--- src/rtl/fetch_pc_gen_if.sv ---
// rtl/fetch_pc_gen_if.sv - fetch/resolve bundle between BTB, execute and the next-PC generator
interface fetch_pc_gen_if #(
  parameter int DEPTH = 4,
  parameter int CNT_W = 16
);
  logic                   en;
  logic [63:0]            predicted_branch_pc;
  logic                   resolve_valid;
  logic [63:0]            resolve_next_pc;
  logic [63:0]            current_pc;
  logic [63:0]            prev_pc;
  logic                   fetch_valid;
  logic                   flush;
  logic                   queue_full;
  logic [$clog2(DEPTH):0] queue_count;
  logic [CNT_W-1:0]       mispredict_count;

  modport master (
    output en, predicted_branch_pc, resolve_valid, resolve_next_pc,
    input  current_pc, prev_pc, fetch_valid, flush, queue_full, queue_count, mispredict_count
  );

  modport slave (
    input  en, predicted_branch_pc, resolve_valid, resolve_next_pc,
    output current_pc, prev_pc, fetch_valid, flush, queue_full, queue_count, mispredict_count
  );
endinterface

--- src/rtl/fetch_pc_gen.sv ---
// rtl/fetch_pc_gen.sv - next fetch PC selection with in-order prediction queue and mispredict redirect
module fetch_pc_gen #(
  parameter logic [63:0] RESET_PC = 64'h0,
  parameter int          DEPTH    = 4,
  parameter int          CNT_W    = 16
) (
  input logic           clk,
  input logic           arst_n,
  fetch_pc_gen_if.slave bus
);
  localparam int PTR_W = $clog2(DEPTH);
  localparam int CW    = $clog2(DEPTH) + 1;
  localparam logic [PTR_W-1:0] PTR_ONE = 1;
  localparam logic [CW-1:0]    CNT_ONE = 1;
  localparam logic [CNT_W-1:0] MIS_ONE = 1;

  typedef enum logic {FETCH, REDIRECT} state_t;

  state_t           state;
  logic [63:0]      queue [DEPTH];
  logic [PTR_W-1:0] rd_ptr;
  logic [PTR_W-1:0] wr_ptr;
  logic [CW-1:0]    count;
  logic [63:0]      cur_pc;
  logic [63:0]      last_pc;
  logic             flush_r;
  logic [CNT_W-1:0] mis_cnt;

  logic             full;
  logic             pop;
  logic             push;
  logic             mispredict_now;
  logic [63:0]      pred_next;

  assign full           = (count == CW'(DEPTH));
  assign pred_next      = (bus.predicted_branch_pc != 64'd0) ? bus.predicted_branch_pc
                                                             : cur_pc + 64'd4;
  assign pop            = (state == FETCH) && bus.resolve_valid && (count != '0);
  assign mispredict_now = pop && (bus.resolve_next_pc != queue[rd_ptr]);
  // push uses the pre-pop full flag, so a full queue never pushes even on a pop
  assign push           = (state == FETCH) && bus.en && !full && !mispredict_now;

  assign bus.current_pc       = cur_pc;
  assign bus.prev_pc          = last_pc;
  assign bus.fetch_valid      = push;
  assign bus.flush            = flush_r;
  assign bus.queue_full       = full;
  assign bus.queue_count      = count;
  assign bus.mispredict_count = mis_cnt;

  always_ff @(posedge clk) begin
    if (push) begin
      queue[wr_ptr] <= pred_next;
    end
  end

  always_ff @(posedge clk or negedge arst_n) begin
    if (!arst_n) begin
      state   <= FETCH;
      cur_pc  <= RESET_PC;
      last_pc <= '0;
      rd_ptr  <= '0;
      wr_ptr  <= '0;
      count   <= '0;
      flush_r <= 1'b0;
      mis_cnt <= '0;
    end else begin
      flush_r <= 1'b0;
      case (state)
        FETCH: begin
          if (mispredict_now) begin
            rd_ptr  <= '0;
            wr_ptr  <= '0;
            count   <= '0;
            cur_pc  <= bus.resolve_next_pc;
            flush_r <= 1'b1;
            if (mis_cnt != '1) begin
              mis_cnt <= mis_cnt + MIS_ONE;
            end
            state   <= REDIRECT;
          end else begin
            if (push) begin
              wr_ptr  <= wr_ptr + PTR_ONE;
              last_pc <= cur_pc;
              cur_pc  <= pred_next;
            end
            if (pop) begin
              rd_ptr <= rd_ptr + PTR_ONE;
            end
            if (push && !pop) begin
              count <= count + CNT_ONE;
            end else if (!push && pop) begin
              count <= count - CNT_ONE;
            end
          end
        end
        REDIRECT: begin
          state <= FETCH;
        end
      endcase
    end
  end
endmodule

--- src/flat_wrapper.sv ---
// flat-port wrapper written by rule: the top's interface ports become plain ports
module fetch_pc_gen_flat 
#(
  parameter logic [63:0] RESET_PC = 64'h0,
  parameter int          DEPTH    = 4,
  parameter int          CNT_W    = 16
)
  (clk, arst_n, bus_en, bus_predicted_branch_pc, bus_resolve_valid, bus_resolve_next_pc, bus_current_pc, bus_prev_pc, bus_fetch_valid, bus_flush, bus_queue_full, bus_queue_count, bus_mispredict_count);
  fetch_pc_gen_if #(.DEPTH(DEPTH), .CNT_W(CNT_W)) bus_i ();
  input logic clk;
  input logic arst_n;
  input wire logic [$bits(bus_i.en)-1:0] bus_en;
  input wire logic [$bits(bus_i.predicted_branch_pc)-1:0] bus_predicted_branch_pc;
  input wire logic [$bits(bus_i.resolve_valid)-1:0] bus_resolve_valid;
  input wire logic [$bits(bus_i.resolve_next_pc)-1:0] bus_resolve_next_pc;
  output wire logic [$bits(bus_i.current_pc)-1:0] bus_current_pc;
  output wire logic [$bits(bus_i.prev_pc)-1:0] bus_prev_pc;
  output wire logic [$bits(bus_i.fetch_valid)-1:0] bus_fetch_valid;
  output wire logic [$bits(bus_i.flush)-1:0] bus_flush;
  output wire logic [$bits(bus_i.queue_full)-1:0] bus_queue_full;
  output wire logic [$bits(bus_i.queue_count)-1:0] bus_queue_count;
  output wire logic [$bits(bus_i.mispredict_count)-1:0] bus_mispredict_count;
  assign bus_i.en = bus_en;
  assign bus_i.predicted_branch_pc = bus_predicted_branch_pc;
  assign bus_i.resolve_valid = bus_resolve_valid;
  assign bus_i.resolve_next_pc = bus_resolve_next_pc;
  assign bus_current_pc = bus_i.current_pc;
  assign bus_prev_pc = bus_i.prev_pc;
  assign bus_fetch_valid = bus_i.fetch_valid;
  assign bus_flush = bus_i.flush;
  assign bus_queue_full = bus_i.queue_full;
  assign bus_queue_count = bus_i.queue_count;
  assign bus_mispredict_count = bus_i.mispredict_count;
  fetch_pc_gen #(.RESET_PC(RESET_PC), .DEPTH(DEPTH), .CNT_W(CNT_W)) u_core (.clk(clk), .arst_n(arst_n), .bus(bus_i));
endmodule
--- config.mk ---
export PLATFORM = sky130hd
export DESIGN_NAME = fetch_pc_gen_flat
export DESIGN_NICKNAME = d
export VERILOG_FILES = /design/src/rtl/fetch_pc_gen_if.sv /design/src/rtl/fetch_pc_gen.sv /design/src/flat_wrapper.sv
export SDC_FILE = /design/constraint.sdc
export NUM_CORES = 1
export LEC_CHECK = 0
export BUFFER_PORTS_ARGS = -buffer_cell sky130_fd_sc_hd__buf_4
export CAP_MARGIN = 30
export CORE_UTILIZATION = 45
export DETAILED_ROUTE_END_ITERATION = 16
export PLACE_DENSITY = 0.65
export SYNTH_ARGS = -nofsm -noshare
export SYNTH_HDL_FRONTEND = slang
export SYNTH_SLANG_ARGS = --single-unit
--- constraint.sdc ---
create_clock -name clk -period 8.7 [get_ports clk]
set_input_delay 0.87 -clock clk [delete_from_list [all_inputs] [get_ports clk]]
set_output_delay 0.87 -clock clk [all_outputs]
set_load 0.01 [all_outputs]
### Word level (Yosys, flattened, before mapping)

Memory sizes are Yosys's and may differ from the RTL's.
Cells that the tools add are included.

| cells by class | value |
|---|---|
| add/sub/neg operators | 6 |
| bitwise logic cells | 2 |
| reductions and logical operators | 22 |
| equality and inequality tests | 3 |
| muxes and demuxes | 15 |

Operators with widths:

| kind | number |
|---|---|
| 2-to-1 mux 64 bit | 3 |
| adder 64 x 3 -> 64 bit (second input constant) | 1 |
| != test 64 bit | 1 |
| nonzero test 64 bit | 1 |
| adder 16 x 1 -> 16 bit (second input constant) | 1 |
| != test 16 bit (second input constant) | 1 |
| 2-to-1 mux 3 bit | 3 |
| logical AND 1 bit | 8 |
| 2-to-1 mux 2 bit | 4 |
| AND reduction 2 bit | 3 |
| AND reduction 3 bit | 2 |
| nonzero test 3 bit | 2 |
| adder 2 x 1 -> 2 bit (second input constant) | 2 |
| logical NOT 1 bit | 4 |
| 2-to-1 mux 1 bit | 4 |
| nonzero test 2 bit | 2 |
| adder 3 x 1 -> 3 bit (second input constant) | 1 |
| == test 3 bit (second input constant) | 1 |
| subtractor 3 x 1 -> 3 bit (second input constant) | 1 |
| NOT 1 bit | 2 |
| one-hot mux 1 bit (2 select lines) | 1 |

| word-level totals | value |
|---|---|
| bits in writable memories | 256 |
| input port bits | 132 |
| output and inout bits | 150 |
| flip-flop bits (word level) | 153 |
| logic and storage cells | 57 |
| memories kept | 1 |

Memory list:

| memory | depth | width | read ports | clocked after Yosys merged registers in | write ports | RTL line | text |
|---|---|---|---|---|---|---|---|
| u_core.queue | 4 | 64 | 1 | 0 | 1 | fetch_pc_gen.sv:20 | `logic [63:0] queue [DEPTH];` |

### Logic depth before layout (Yosys ltp)

| logic depth | value |
|---|---|
| depth after elaboration | 11 |
| depth in mapped cells | 17 |
| depth with buffers taken out | 12 |

### Worst setup path before layout

OpenSTA, ideal clock, no wires.

| timing path | value |
|---|---|
| kind | register -> register |
| start | register u_core.rd_ptr[1] |
| end | memory u_core.queue[0][0], enable pin |
| arrival time | 4.156 ns |
| required time | 8.271 ns |
| path slack | 4.115 ns |
| period minus slack after synthesis | 4.585 ns |
| cell stages (with the launch flop) | 12 |
| setup time | 0.429 ns |
| cell sequence | dfrtp_1 > clkbuf_1 > clkbuf_1 > mux4_2 > xnor2_1 > nand4_1 > nor4_1 > nand4_2 > a21oi_4 > buf_6 > buf_6 > and2_1 |

| between the ends | value |
|---|---|
| longest elaborated chain between the ends | 7 |

Ends and longest elaborated chain:

| item | RTL line | text |
|---|---|---|
| start: declaration | fetch_pc_gen.sv:21 | `logic [PTR_W-1:0] rd_ptr;` |
| start signal: assignment | fetch_pc_gen.sv:88 | `rd_ptr <= rd_ptr + PTR_ONE;` |
| memory (4 x 64 bit) | - |  |
| != test 64 bit | fetch_pc_gen.sv:39 | `assign mispredict_now = pop && (bus.resolve_next_pc != queue[rd_ptr]);` |
| logical AND 1 bit | fetch_pc_gen.sv:39 |  |
| logical NOT 1 bit | fetch_pc_gen.sv:41 | `assign push = (state == FETCH) && bus.en && !full && !mispredict_now;` |
| logical AND 1 bit | fetch_pc_gen.sv:41 |  |
| via bus_fetch_valid | flat_wrapper.sv:18 | `output wire logic [$bits(bus_i.fetch_valid)-1:0] bus_fetch_valid;` |
| 2-to-1 mux 1 bit | fetch_pc_gen.sv:52 | `if (push) begin` |
| 2-to-1 mux 1 bit (implied by the code) | fetch_pc_gen.sv:53 | `queue[wr_ptr] <= pred_next;` |
| end: declaration | fetch_pc_gen.sv:20 |  |

The timed path passes the listed nets, and every way through them passes these cells.

### Worst setup path in the final report

| timing path | value |
|---|---|
| start | register u_core.rd_ptr[0] |
| end | memory u_core.queue[2][55], enable pin |

| between the ends | value |
|---|---|
| longest elaborated chain between the ends | 7 |

Ends and longest elaborated chain:

| item | RTL line |
|---|---|
| memory (4 x 64 bit) | - |
| != test 64 bit | fetch_pc_gen.sv:39 |
| logical AND 1 bit | fetch_pc_gen.sv:39 |
| logical NOT 1 bit | fetch_pc_gen.sv:41 |
| logical AND 1 bit | fetch_pc_gen.sv:41 |
| 2-to-1 mux 1 bit | fetch_pc_gen.sv:52 |
| 2-to-1 mux 1 bit (implied by the code) | fetch_pc_gen.sv:53 |

No other way between the ends.

==> impl_metrics.py <==
metrics = {
    "run_status": {
        "status": "completed",
    },
    "critical_path": {
        "cp.arrival_ns": 5.83,
        "path_cells": "buf_4 -> mux4_2 -> xnor2_1 -> nand4_1 -> nor4_1 -> nand4_2 -> a21oi_4 -> and2_2 -> buf_4",
        "end_kind": "flop",
        "critPathKind": "flop to flop",
        "cp_num_buf_inv": 2,
        "cp.required_ns": 8.89,
        "crit_path_frequent_cell": "buf_4",
        "crit_slowest_cell": "and2_2",
        "cp_top_family": "simple AND/OR/NAND/NOR gates",
        "max_stage_delay_ns": 0.82,
        "worstSetupStartpointType": "flop",
        "cp_max_fo": 34,
    },
    "clock_tree": {
        "h-tree-depth": 2,
        "hold_buffers": 0,
        "cts_buffer_depth": 3,
        "cts.repair.resized": 0,
        "numClockSinks": 408,
        "root_buffer": "clkbuf_16",
        "post_cts_buffers": 0,
        "clk_pin_slew_ns": 0.07,
        "clock_latency_ns": 0.57,
        "cts_tree": "yes",
        "cts_buffers": 45,
    },
    "sta": {
        "fmax_mhz": 177,
        "finalSetupViolations": 0,
        "hold_viol": 0,
        "fin_ws_ns": 3.06,
        "slew-limit-headroom_pct": 37.2,
        "grt_setup_unrepaired": "no",
        "fin_crit_ns": 5.64,
        "fin_setup_tns_ns": 0,
        "slew_violations": 0,
        "holdWs_ns": 0.336,
        "fin_crit_sh_pct": 64.9,
        "tightest_slew_ns": 0.942,
        "skew_ns": 0.0190,
    },
    "layout": {
        "syn2layout_area_growth_pct": 22.0,
        "layout-drive-gt1-share_pct": 33.3,
        "num-fill-cells": 3362,
        "final_cells": 2229,
        "fin_area_um2": 23400,
        "final_net_count": 1796,
    },
    "power": {
        "p_per_area_nw_per_um2": 312,
        "ir_drop_v": 0.000193,
        "leakage_nw": 8.91,
    },
    "detailed_routing": {
        "routed_via_density": 6.13,
        "dr.pass1.iters": 5,
        "drt-initial-drc-count": 1483,
        "wl_per_cell_um": 26.7,
        "dr_total_vias": 13700,
        "finalWirelength_um": 59600,
        "ant_nets": 0,
        "drc": 0,
    },
    "global_routing": {
        "grt_pass1_vias": 13400,
        "grt_usage_pct": 27.4,
        "grt_pass1_wl_um": 87500,
        "antenna_found_initial": 0,
        "grt.overflow.total": 0,
        "grt_max_degree": 86,
    },
    "synth": {
        "syn_nets": 1517,
        "synthTopCellsByArea": "edfxtp_1 40%, dfrtp_1 20%, mux4_2 7.5%",
        "yosysTopAreaCellShare_pct": 40.1,
        "syn_area_per_cell_um2": 13.9,
        "synth_fa_ha_area_share_pct": 0.561,
        "synth_seq_cells": 408,
        "synth.area.mux_share_pct": 15.0,
        "ys_warn_count": 0,
        "netlist_area_um2": 19200,
        "synth_cell_type_count": 61,
        "synth-edff-count": 256,
        "synthXorXnorAreaFrac_pct": 6.44,
        "yosysTopAreaCell": "edfxtp_1",
        "synthSimpleGateAreaFrac_pct": 8.70,
        "seq_area_frac_synth_pct": 59.9,
        "netlist_instances": 1377,
        "async_flop_share_pct": 37.3,
        "ys.flop_type": "edfxtp_1",
        "synth_top_family_by_area": "multiplexers",
        "synth-compound-area-share_pct": 6.99,
    },
    "placed_design": {
        "placed_cells": 2147,
        "routabilityCongestion": 0.852,
        "dp_hpwl_um": 41600,
        "pre_cts_ws_ns": 3.07,
        "place_area_um2": 21900,
        "io_buffers": 281,
    },
    "run": {
        "max_cap_viol_count": 0,
    },
    "floorplanning": {
        "die_h_um": 208,
        "row_count": 75,
        "core_um2": 41900,
        "die-area_um2": 43500,
        "die_w_um": 208,
        "ios": 282,
        "initial_utilization_pct": 45.7,
    },
    "min_path": {
        "min_path_type": "input port to async pin",
    },
}
logic make-up after synthesis:
| family | count (synthesis) |
|---|---|
| flops | 408 |
| compound gates | 205 |
| fa+ha+maj | 8 |
| xor+xnor | 141 |
| mux | 195 |
| simple gates | 320 |
| buf+inv | 100 |
cell usage in the layout (no fill, tap or decap), drive strengths merged, types with 21 or more instances in the layout:
master	count
mux2i	29
edfxtp	256
clkbuf	51
xnor2	106
nand3	61
buf	312
nor4	29
inv	21
o21ai	67
mux2	102
nand2	56
nor3	27
a21oi	31
dfrtp	152
nor2	55
nand4	41
xor2	35
mux4	64
a21o	53
cell type report:
class | count | area, µm² | area share (%)
Inverter | 20 | 75.1 | 0.321
Antenna cell | 1 | 2.50 | 0.0107
Clock inverter | 29 | 357 | 1.52
Sequential cell | 408 | 11500 | 49.1
Clock buffer | 51 | 1160 | 4.95
Tap cell | 539 | 674 | 2.88
Multi-Input combinational cell | 869 | 7260 | 31.0
Timing Repair Buffer | 312 | 2390 | 10.2
synth_stat cells (7+ instances only):
library cell    n
and3_1         14
clkbuf_1       53
mux2i_1        29
a21oi_1        30
inv_1          19
o21ai_0        67
o2bb2ai_1      13
nand4_1        40
o21bai_1       10
nor2_1         55
a21o_1         53
nand3_1        61
buf_2           7
and2_1         11
ha_1            7
xnor2_1       106
nor4_1         29
mux4_2         64
edfxtp_1      256
buf_4          10
nor3_1         27
mux2_2         97
xor2_1         35
nand2_1        55
dfrtp_1       152
sequential cells by signal, indices dropped and copies added, names as in the netlist:
name / cells
u_core.bus.flush: 1
u_core.bus.queue_count: 3
u_core.queue: 256
u_core.bus.prev_pc: 64
u_core.rd_ptr: 2
u_core.bus.current_pc: 64
u_core.bus.mispredict_count: 16
u_core.wr_ptr: 2
worst paths after layout:
| check | cells after the start | slack (ns) | to | startpoint |
|---|---|---|---|---|
| setup reg to reg | 9 | 3.06 | u_core.queue[2][55] | u_core.rd_ptr[0] |
| hold / removal | 1 | 0.34 | u_core.bus.prev_pc[48] | arst_n |
| min in group clk | 1 | 0.50 | u_core.bus.mispredict_count[8] | u_core.bus.mispredict_count[8] |
| hold reg to reg | 1 | 0.50 | u_core.bus.mispredict_count[8] | u_core.bus.mispredict_count[8] |
| max in group asynchronous | 3 | 7.29 | u_core.bus.prev_pc[20] | arst_n |
| setup / recovery | 9 | 3.06 | u_core.queue[2][55] | u_core.rd_ptr[0] |
through the flow:
step,total power [W],util (%)
after floorplan,0.00427,-
final,0.00730,55.8
after CTS,0.00733,55.7
after detailed placement,0.00534,52.1
after global routing,0.00762,55.8
after global placement,0.00527,52.0
layer usage:
metal / track usage, % / part of all wire, % / wire [µm] / vias to the layer above
li1: - / - / - / 5812
met1: 39.5 / 42 / 24900 / 6992
met2: 41.5 / 45 / 26800 / 759
met3: 5.57 / 10 / 6030 / 107
met4: 9.53 / 3.1 / 1830 / 0
met5: 0 / 0 / 0 / -
where the power goes:
part	internal (W)	switching, W	total (W)
logic	0.00111	0.00109	0.00220
registers	0.00259	0.000529	0.00312
clock network	0.00119	0.000788	0.00198
total	0.00489	0.00241	0.00730
(Power assumes the default switching activity.)
